[src/rtl/vga_pkg.sv]
// Shared types, constants and font content for the text-mode VGA read path.
package vga_pkg;

    localparam int unsigned CHAR_W     = 8;
    localparam int unsigned CHAR_H     = 16;
    localparam int unsigned TEXT_COLS  = 80;
    localparam int unsigned TEXT_ROWS  = 30;
    localparam int unsigned PIPE_DEPTH = 3;

    localparam int unsigned DEF_H_VISIBLE = 640;
    localparam int unsigned DEF_H_FRONT   = 16;
    localparam int unsigned DEF_H_SYNC    = 96;
    localparam int unsigned DEF_H_BACK    = 48;
    localparam int unsigned DEF_V_VISIBLE = 480;
    localparam int unsigned DEF_V_FRONT   = 10;
    localparam int unsigned DEF_V_SYNC    = 2;
    localparam int unsigned DEF_V_BACK    = 33;

    typedef logic [11:0] rgb444_t;

    // Per-pixel control bits that travel down the pipeline alongside the fetch.
    typedef struct packed {
        logic       vis;
        logic       hs_n;
        logic       vs_n;
        logic       fs;
        logic [2:0] hbit;
    } pix_ctl_t;

    localparam pix_ctl_t PIX_CTL_RESET = '{vis: 1'b0, hs_n: 1'b1, vs_n: 1'b1,
                                           fs: 1'b0, hbit: 3'd0};

    // Glyph line for a character code: 'A' carries a real glyph, every other
    // code gets a code-dependent fill so neighbouring cells are distinguishable.
    function automatic logic [7:0] font_glyph(input logic [7:0] code,
                                              input logic [3:0] line);
        logic [7:0] glyph;
        glyph = code + {line, line};
        if (code == 8'h41) begin
            case (line)
                4'd0:    glyph = 8'h18;
                4'd1:    glyph = 8'h3C;
                4'd2:    glyph = 8'h66;
                4'd3:    glyph = 8'h66;
                4'd4:    glyph = 8'h7E;
                4'd5:    glyph = 8'h66;
                4'd6:    glyph = 8'h66;
                4'd7:    glyph = 8'h66;
                default: glyph = 8'h00;
            endcase
        end
        return glyph;
    endfunction

endpackage

[src/rtl/vga_text_reader_font_rom.sv]
// Font ROM: 4096x8 glyph storage addressed by {char, line}, registered read.
module font_rom
    import vga_pkg::*;
(
    input  logic        clk,
    input  logic [11:0] i_addr,
    output logic [7:0]  o_data
);

    // One-cycle registered glyph lookup.
    always_ff @(posedge clk) begin
        o_data <= font_glyph(i_addr[11:4], i_addr[3:0]);
    end

endmodule

[src/rtl/vga_text_reader.sv]
// VGA text-mode reader: 640x480@60 timing, VRAM fetch, font expansion to RGB444.
// Optional blinking underline cursor enabled by defining VGA_TEXT_CURSOR_EN.
module vga_text_reader
    import vga_pkg::*;
#(
    parameter int unsigned READ_ADDR_SIZE = 12,
    parameter int unsigned H_VISIBLE      = DEF_H_VISIBLE,
    parameter int unsigned H_FRONT        = DEF_H_FRONT,
    parameter int unsigned H_SYNC         = DEF_H_SYNC,
    parameter int unsigned H_BACK         = DEF_H_BACK,
    parameter int unsigned V_VISIBLE      = DEF_V_VISIBLE,
    parameter int unsigned V_FRONT        = DEF_V_FRONT,
    parameter int unsigned V_SYNC         = DEF_V_SYNC,
    parameter int unsigned V_BACK         = DEF_V_BACK,
    parameter rgb444_t     FG_COLOR       = 12'hFFF,
    parameter rgb444_t     BG_COLOR       = 12'h000
) (
    input  logic                      clk,
    input  logic                      rst,
    output logic [READ_ADDR_SIZE-1:0] vram_read_address,
    input  logic [7:0]                r_data,
    output logic                      hsync,
    output logic                      vsync,
    output logic                      de,
    output logic [11:0]               rgb,
    output logic                      frame_start
`ifdef VGA_TEXT_CURSOR_EN
    ,
    input  logic [6:0]                cursor_col,
    input  logic [4:0]                cursor_row
`endif
);

    localparam int unsigned H_TOTAL  = H_VISIBLE + H_FRONT + H_SYNC + H_BACK;
    localparam int unsigned V_TOTAL  = V_VISIBLE + V_FRONT + V_SYNC + V_BACK;
    localparam int unsigned HS_START = H_VISIBLE + H_FRONT;
    localparam int unsigned HS_END   = HS_START + H_SYNC;
    localparam int unsigned VS_START = V_VISIBLE + V_FRONT;
    localparam int unsigned VS_END   = VS_START + V_SYNC;

    logic [9:0]                r_h_cnt, r_v_cnt;
    logic                      w_h_last, w_v_last, w_vis0;
    pix_ctl_t                  w_ctl0, r_ctl1, r_ctl2;
    logic [3:0]                r_line1;
    logic [READ_ADDR_SIZE-1:0] r_vram_addr;
    logic [7:0]                w_font;
    logic                      w_bit, w_inv;
    rgb444_t                   w_rgb, r_rgb;
    logic                      r_hsync, r_vsync, r_de, r_frame_start;

    assign w_h_last = (r_h_cnt == 10'(H_TOTAL - 1));
    assign w_v_last = (r_v_cnt == 10'(V_TOTAL - 1));
    assign w_vis0   = (r_h_cnt < 10'(H_VISIBLE)) && (r_v_cnt < 10'(V_VISIBLE));

    assign w_ctl0.vis  = w_vis0;
    assign w_ctl0.hs_n = !((r_h_cnt >= 10'(HS_START)) && (r_h_cnt < 10'(HS_END)));
    assign w_ctl0.vs_n = !((r_v_cnt >= 10'(VS_START)) && (r_v_cnt < 10'(VS_END)));
    assign w_ctl0.fs   = (r_h_cnt == '0) && (r_v_cnt == '0);
    assign w_ctl0.hbit = r_h_cnt[2:0];

    // Raster position counters; vertical advances on horizontal wrap.
    always_ff @(posedge clk) begin
        if (rst) begin
            r_h_cnt <= '0;
            r_v_cnt <= '0;
        end else if (w_h_last) begin
            r_h_cnt <= '0;
            r_v_cnt <= w_v_last ? '0 : r_v_cnt + 10'd1;
        end else begin
            r_h_cnt <= r_h_cnt + 10'd1;
        end
    end

    // Stage 0: issue the VRAM cell address and launch the control bits.
    always_ff @(posedge clk) begin
        if (rst) begin
            r_vram_addr <= '0;
            r_ctl1      <= PIX_CTL_RESET;
            r_line1     <= '0;
        end else begin
            r_vram_addr <= w_vis0 ? READ_ADDR_SIZE'({r_v_cnt[8:4], r_h_cnt[9:3]}) : '0;
            r_ctl1      <= w_ctl0;
            r_line1     <= r_v_cnt[3:0];
        end
    end

    assign vram_read_address = r_vram_addr;

    font_rom u_font_rom (
        .clk    (clk),
        .i_addr ({r_data, r_line1}),
        .o_data (w_font)
    );

    // Stage 1: control bits wait alongside the font ROM read.
    always_ff @(posedge clk) begin
        if (rst) begin
            r_ctl2 <= PIX_CTL_RESET;
        end else begin
            r_ctl2 <= r_ctl1;
        end
    end

`ifdef VGA_TEXT_CURSOR_EN
    logic       w_cur0, r_cur1, r_cur2;
    logic [5:0] r_frame_cnt;

    assign w_cur0 = w_vis0 && (r_v_cnt[8:4] == cursor_row) &&
                    (r_h_cnt[9:3] == cursor_col) && (r_v_cnt[3:1] == 3'b111);

    // Cursor-cell flag follows the pixel pipeline; blink counter counts frames.
    always_ff @(posedge clk) begin
        if (rst) begin
            r_cur1      <= 1'b0;
            r_cur2      <= 1'b0;
            r_frame_cnt <= '0;
        end else begin
            r_cur1 <= w_cur0;
            r_cur2 <= r_cur1;
            if (r_frame_start) begin
                r_frame_cnt <= r_frame_cnt + 6'd1;
            end
        end
    end

    assign w_inv = r_cur2 & r_frame_cnt[5];
`else
    assign w_inv = 1'b0;
`endif

    // Stage 2 pixel select: bit 7 of the glyph byte is the leftmost pixel.
    always_comb begin
        w_bit = w_font[3'd7 - r_ctl2.hbit] ^ w_inv;
        w_rgb = '0;
        if (r_ctl2.vis) begin
            w_rgb = w_bit ? FG_COLOR : BG_COLOR;
        end
    end

    // Stage 2: register colour, syncs, enable and frame pulse together.
    always_ff @(posedge clk) begin
        if (rst) begin
            r_rgb         <= '0;
            r_hsync       <= 1'b1;
            r_vsync       <= 1'b1;
            r_de          <= 1'b0;
            r_frame_start <= 1'b0;
        end else begin
            r_rgb         <= w_rgb;
            r_hsync       <= r_ctl2.hs_n;
            r_vsync       <= r_ctl2.vs_n;
            r_de          <= r_ctl2.vis;
            r_frame_start <= r_ctl2.fs;
        end
    end

    assign rgb         = r_rgb;
    assign hsync       = r_hsync;
    assign vsync       = r_vsync;
    assign de          = r_de;
    assign frame_start = r_frame_start;

endmodule

[config.mk]
export PLATFORM = sky130hd
export DESIGN_NAME = vga_text_reader
export DESIGN_NICKNAME = d
export VERILOG_FILES = /design/src/rtl/vga_pkg.sv /design/src/rtl/vga_text_reader_font_rom.sv /design/src/rtl/vga_text_reader.sv
export SDC_FILE = /design/constraint.sdc
export NUM_CORES = 1
export LEC_CHECK = 0
export BUFFER_PORTS_ARGS = -buffer_cell sky130_fd_sc_hd__buf_4
export CAP_MARGIN = 20
export CORE_MARGIN = 2
export CORE_UTILIZATION = 53
export DETAILED_ROUTE_END_ITERATION = 12
export PLACE_DENSITY = 0.75
export SYNTH_ARGS = -nofsm -noshare
export SYNTH_HDL_FRONTEND = slang
export SYNTH_SLANG_ARGS = --single-unit
[constraint.sdc]
create_clock -name clk -period 2.7 [get_ports clk]
set_input_delay 0.405 -clock clk [delete_from_list [all_inputs] [get_ports clk]]
set_output_delay 0.405 -clock clk [all_outputs]
set_load 0.05 [all_outputs]
==> impl_metrics.tcl <==
set metrics [dict create \
    synth.distinct_cells 53 \
    htreeDepth 3 \
    crit_type "reg -> reg" \
    yosys.area.top_type_share_pct 46.1 \
    synth_area_leaders "dfxtp_1 (46%), ha_1 (4.8%), nor2_1 (4.2%)" \
    finClkSkew_ns 0.00939 \
    seq_area_frac_synth_pct 46.1 \
    status "finished, final reports clean" \
    slew_headroom_pct 66.9 \
    fillers 434 \
    area_growth_pct 16.2 \
    worstMarginPinSlew_ns 0.493 \
    reg2regPathDepth 5 \
    drtIter0Drc 89 \
    clk_latency_ns 0.34 \
    synth_area_um2 2870 \
    use_met2_pct 30.1 \
    synth-edff-count 0 \
    antenna_left 0 \
    placed_area_um2 3110 \
    hold_class "reg -> reg" \
    chipHeight_um 77.5 \
    crit_path_end "r_v_cnt[8]" \
    clk_pin_slew_ns 0.07 \
    cp.required_ns 2.96 \
    hpwl_um 3970 \
    ctsHoldBuffers 0 \
    synth_fp_nets 314 \
    vias 2073 \
    cts-resized-gates 0 \
    tns_ns 0 \
    drv_cap 0 \
    drc 0 \
    grt_use_total_pct 19.7 \
    layout_min_cycle_time_ns 1.98 \
    critPathMaxFanout 7 \
    rsz0062_at_grt "false" \
    met3_usage_pct 5.12 \
    die-area_um2 6010 \
    vias_per_cell 5.25 \
    port_buffers 37 \
    design_area_um2 3330 \
    drive_gt1_share_pct 23.4 \
    finalCritPeriodShare_pct 73.4 \
    drt_wl_total_um 5360 \
    grt_start_max_net_pins 30 \
    finalHoldViolations 0 \
    p_per_area_nw_per_um2 606 \
    maxSlewViolCount 0 \
    finalSetupViolCount 0 \
    cp_data_arrival_time_ns 2.24 \
    die_w_um 77.5 \
    leakagePower_nw 1.37 \
    synth_seq_cells 66 \
    fp-row-count 26 \
    cts.sinks 66 \
    ir_worst_vdd_uv 535 \
    overflow 0 \
    gp_congestion 0.895 \
    grt_pass1_wl_um 9290 \
    synth_area_per_cell_um2 9.81 \
    critical_path.startpoint "r_h_cnt[0]" \
    min_from "r_ctl1[5]" \
    wl_per_cell_um 13.6 \
    timing.rr.start "r_h_cnt[0]" \
    clockRootBuffer "clkbuf_8" \
    fmax_mhz 505 \
    postCtsSetupRepairBufs 0 \
    multi_input_area_um2 1360 \
    async_reset_ff_share_pct 0 \
    initial_core_util_pct 55.4 \
    core_area_um2 5170 \
    rrSetupSlack_ns 0.72 \
    yosysWarnings 0 \
    synthCells 292 \
    ioPinCount 38 \
    rr_endpoint "r_v_cnt[8]" \
    antenna_cells 0 \
    nets 342 \
    antenna_found_initial 0 \
    regArea_um2 1320 \
    cts.path.max_buffers 2 \
    grt.busiest_layer "met2" \
    startpoint_type "register" \
    cts_buffers 9 \
    first_pass_iters 4 \
    endpoint_kind "register" \
    cts_tree "built" \
    synthFlopType "dfxtp_1" \
    synth_area_leader_cell "dfxtp_1" \
    grt_use_met1_pct 25.6 \
    grt_pass1_vias 1983 \
]
## state kept, by name, summed over array words and instances (netlist names), named ones only
signal             count
vsync                  1
r_v_cnt               10
frame_start            1
r_ctl2                 7
de                     1
vram_read_address     12
r_h_cnt               10
rgb                    1
u_font_rom.o_data      8
r_line1                4
r_ctl1                 7
hsync                  1
## report_power, final
part | internal, mW | switching [mW] | total [mW]
combinational | 0.0498 | 0.0711 | 0.121
clock | 0.523 | 0.368 | 0.891
sequential | 0.994 | 0.0116 | 1.01
## cells in the final DEF, fill, tap and decap left out, types with 3 or more instances in the layout
cell type / count
dfxtp_1: 66
buf_4: 38
nor2_1: 32
inv_1: 17
and2_1: 15
nor2b_1: 13
xnor2_1: 12
ha_1: 11
nand3_1: 10
clkbuf_8: 9
a21oi_1: 7
nand2_1: 7
nand2b_1: 6
or2_2: 6
o21ai_0: 5
nor4_1: 5
a2111oi_0: 3
xor2_1: 3
mux2i_1: 3
a31o_2: 3
and3_1: 3
nand4_1: 3
nor3_1: 3
## worst min path at each step
stage,endpoint,slack [ns],cells after the start
2_1_floorplan,hsync,0.39,1
3_3_place_gp,r_ctl2[4],0.39,1
3_5_place_dp,r_ctl2[5],0.39,1
4_1_cts,r_ctl1[1],0.41,2
5_1_grt,vsync,0.43,1
6_report,r_ctl2[5],0.41,1
## cell families (layout without fill, tap and decap cells)
group | count (synthesis) | count (layout) | synth area share [%]
AOI/OAI and AO/OA | 32 | 32 | 7.90
xor gates and xnor gates | 15 | 15 | 4.59
adders and majority gates | 12 | 12 | 5.50
buffers and inverters | 38 | 71 | 6.59
DFF | 66 | 66 | 46.1
muxes | 7 | 7 | 3.41
and+or+nand+nor | 122 | 122 | 25.9
## metrics by stage
| step | worst slack [ns] | hold WS (ns) | std cells | total power [mW] | utilization, % |
|---|---|---|---|---|---|
| 2_1_floorplan | 0.891 | 0.389 | 292 | 1.12 | - |
| 3_3_place_gp | 0.672 | 0.390 | 379 | 1.15 | 60.2 |
| 3_5_place_dp | 0.665 | 0.393 | 379 | 1.15 | 60.2 |
| 4_1_cts | 0.711 | 0.411 | 395 | 2.04 | 64.4 |
| 5_1_grt | 0.533 | 0.426 | 395 | 2.10 | 64.4 |
| 6_report | 0.718 | 0.410 | 395 | 2.02 | 64.4 |
## worst max-delay path, stage by stage (launching register included)
cell and delay [ns]:
dfxtp_1 0.39, ha_1 0.27, nand4_4 0.19, nor4_2 0.47, mux2_2 0.38, a211oi_1 0.19
## layout make-up
| class | count | area share [%] |
|---|---|---|
| Clock buffer | 10 | 3.83 |
| Clock inverter | 6 | 2.70 |
| Inverter | 17 | 1.92 |
| Sequential cell | 66 | 39.7 |
| Multi-Input combinational cell | 188 | 40.7 |
| Timing Repair Buffer | 38 | 8.57 |
| Tap cell | 70 | 2.63 |
## cells in the mapped netlist (all sizes together), types with 2 or more instances
library cell / number
mux4: 2
a211oi: 2
and4: 2
mux2: 2
nand2b: 6
nor2b: 13
and3: 3
buf: 15
nand2: 7
or2: 7
nor2: 32
xor2: 3
nor4: 8
nor3: 5
a2111oi: 3
a311oi: 2
a21oi: 7
mux2i: 3
inv: 17
dfxtp: 66
or3b: 2
clkbuf: 6
nand4: 4
and2: 15
nand3: 10
o21ai: 5
xnor2: 12
ha: 11
a31o: 3
o31ai: 2
o21a: 2
## per-layer routing
metal | part of all wire, % | wire length [µm] | vias to the layer above
met1 | 46 | 2490 | 966
met2 | 47 | 2520 | 52
met3 | 4.7 | 254 | 9
met4 | 1.8 | 95 | 0
li1 | - | - | 1046
met5 | 0 | 0 | -
No activity file was read; power rests on OpenSTA's default activity.
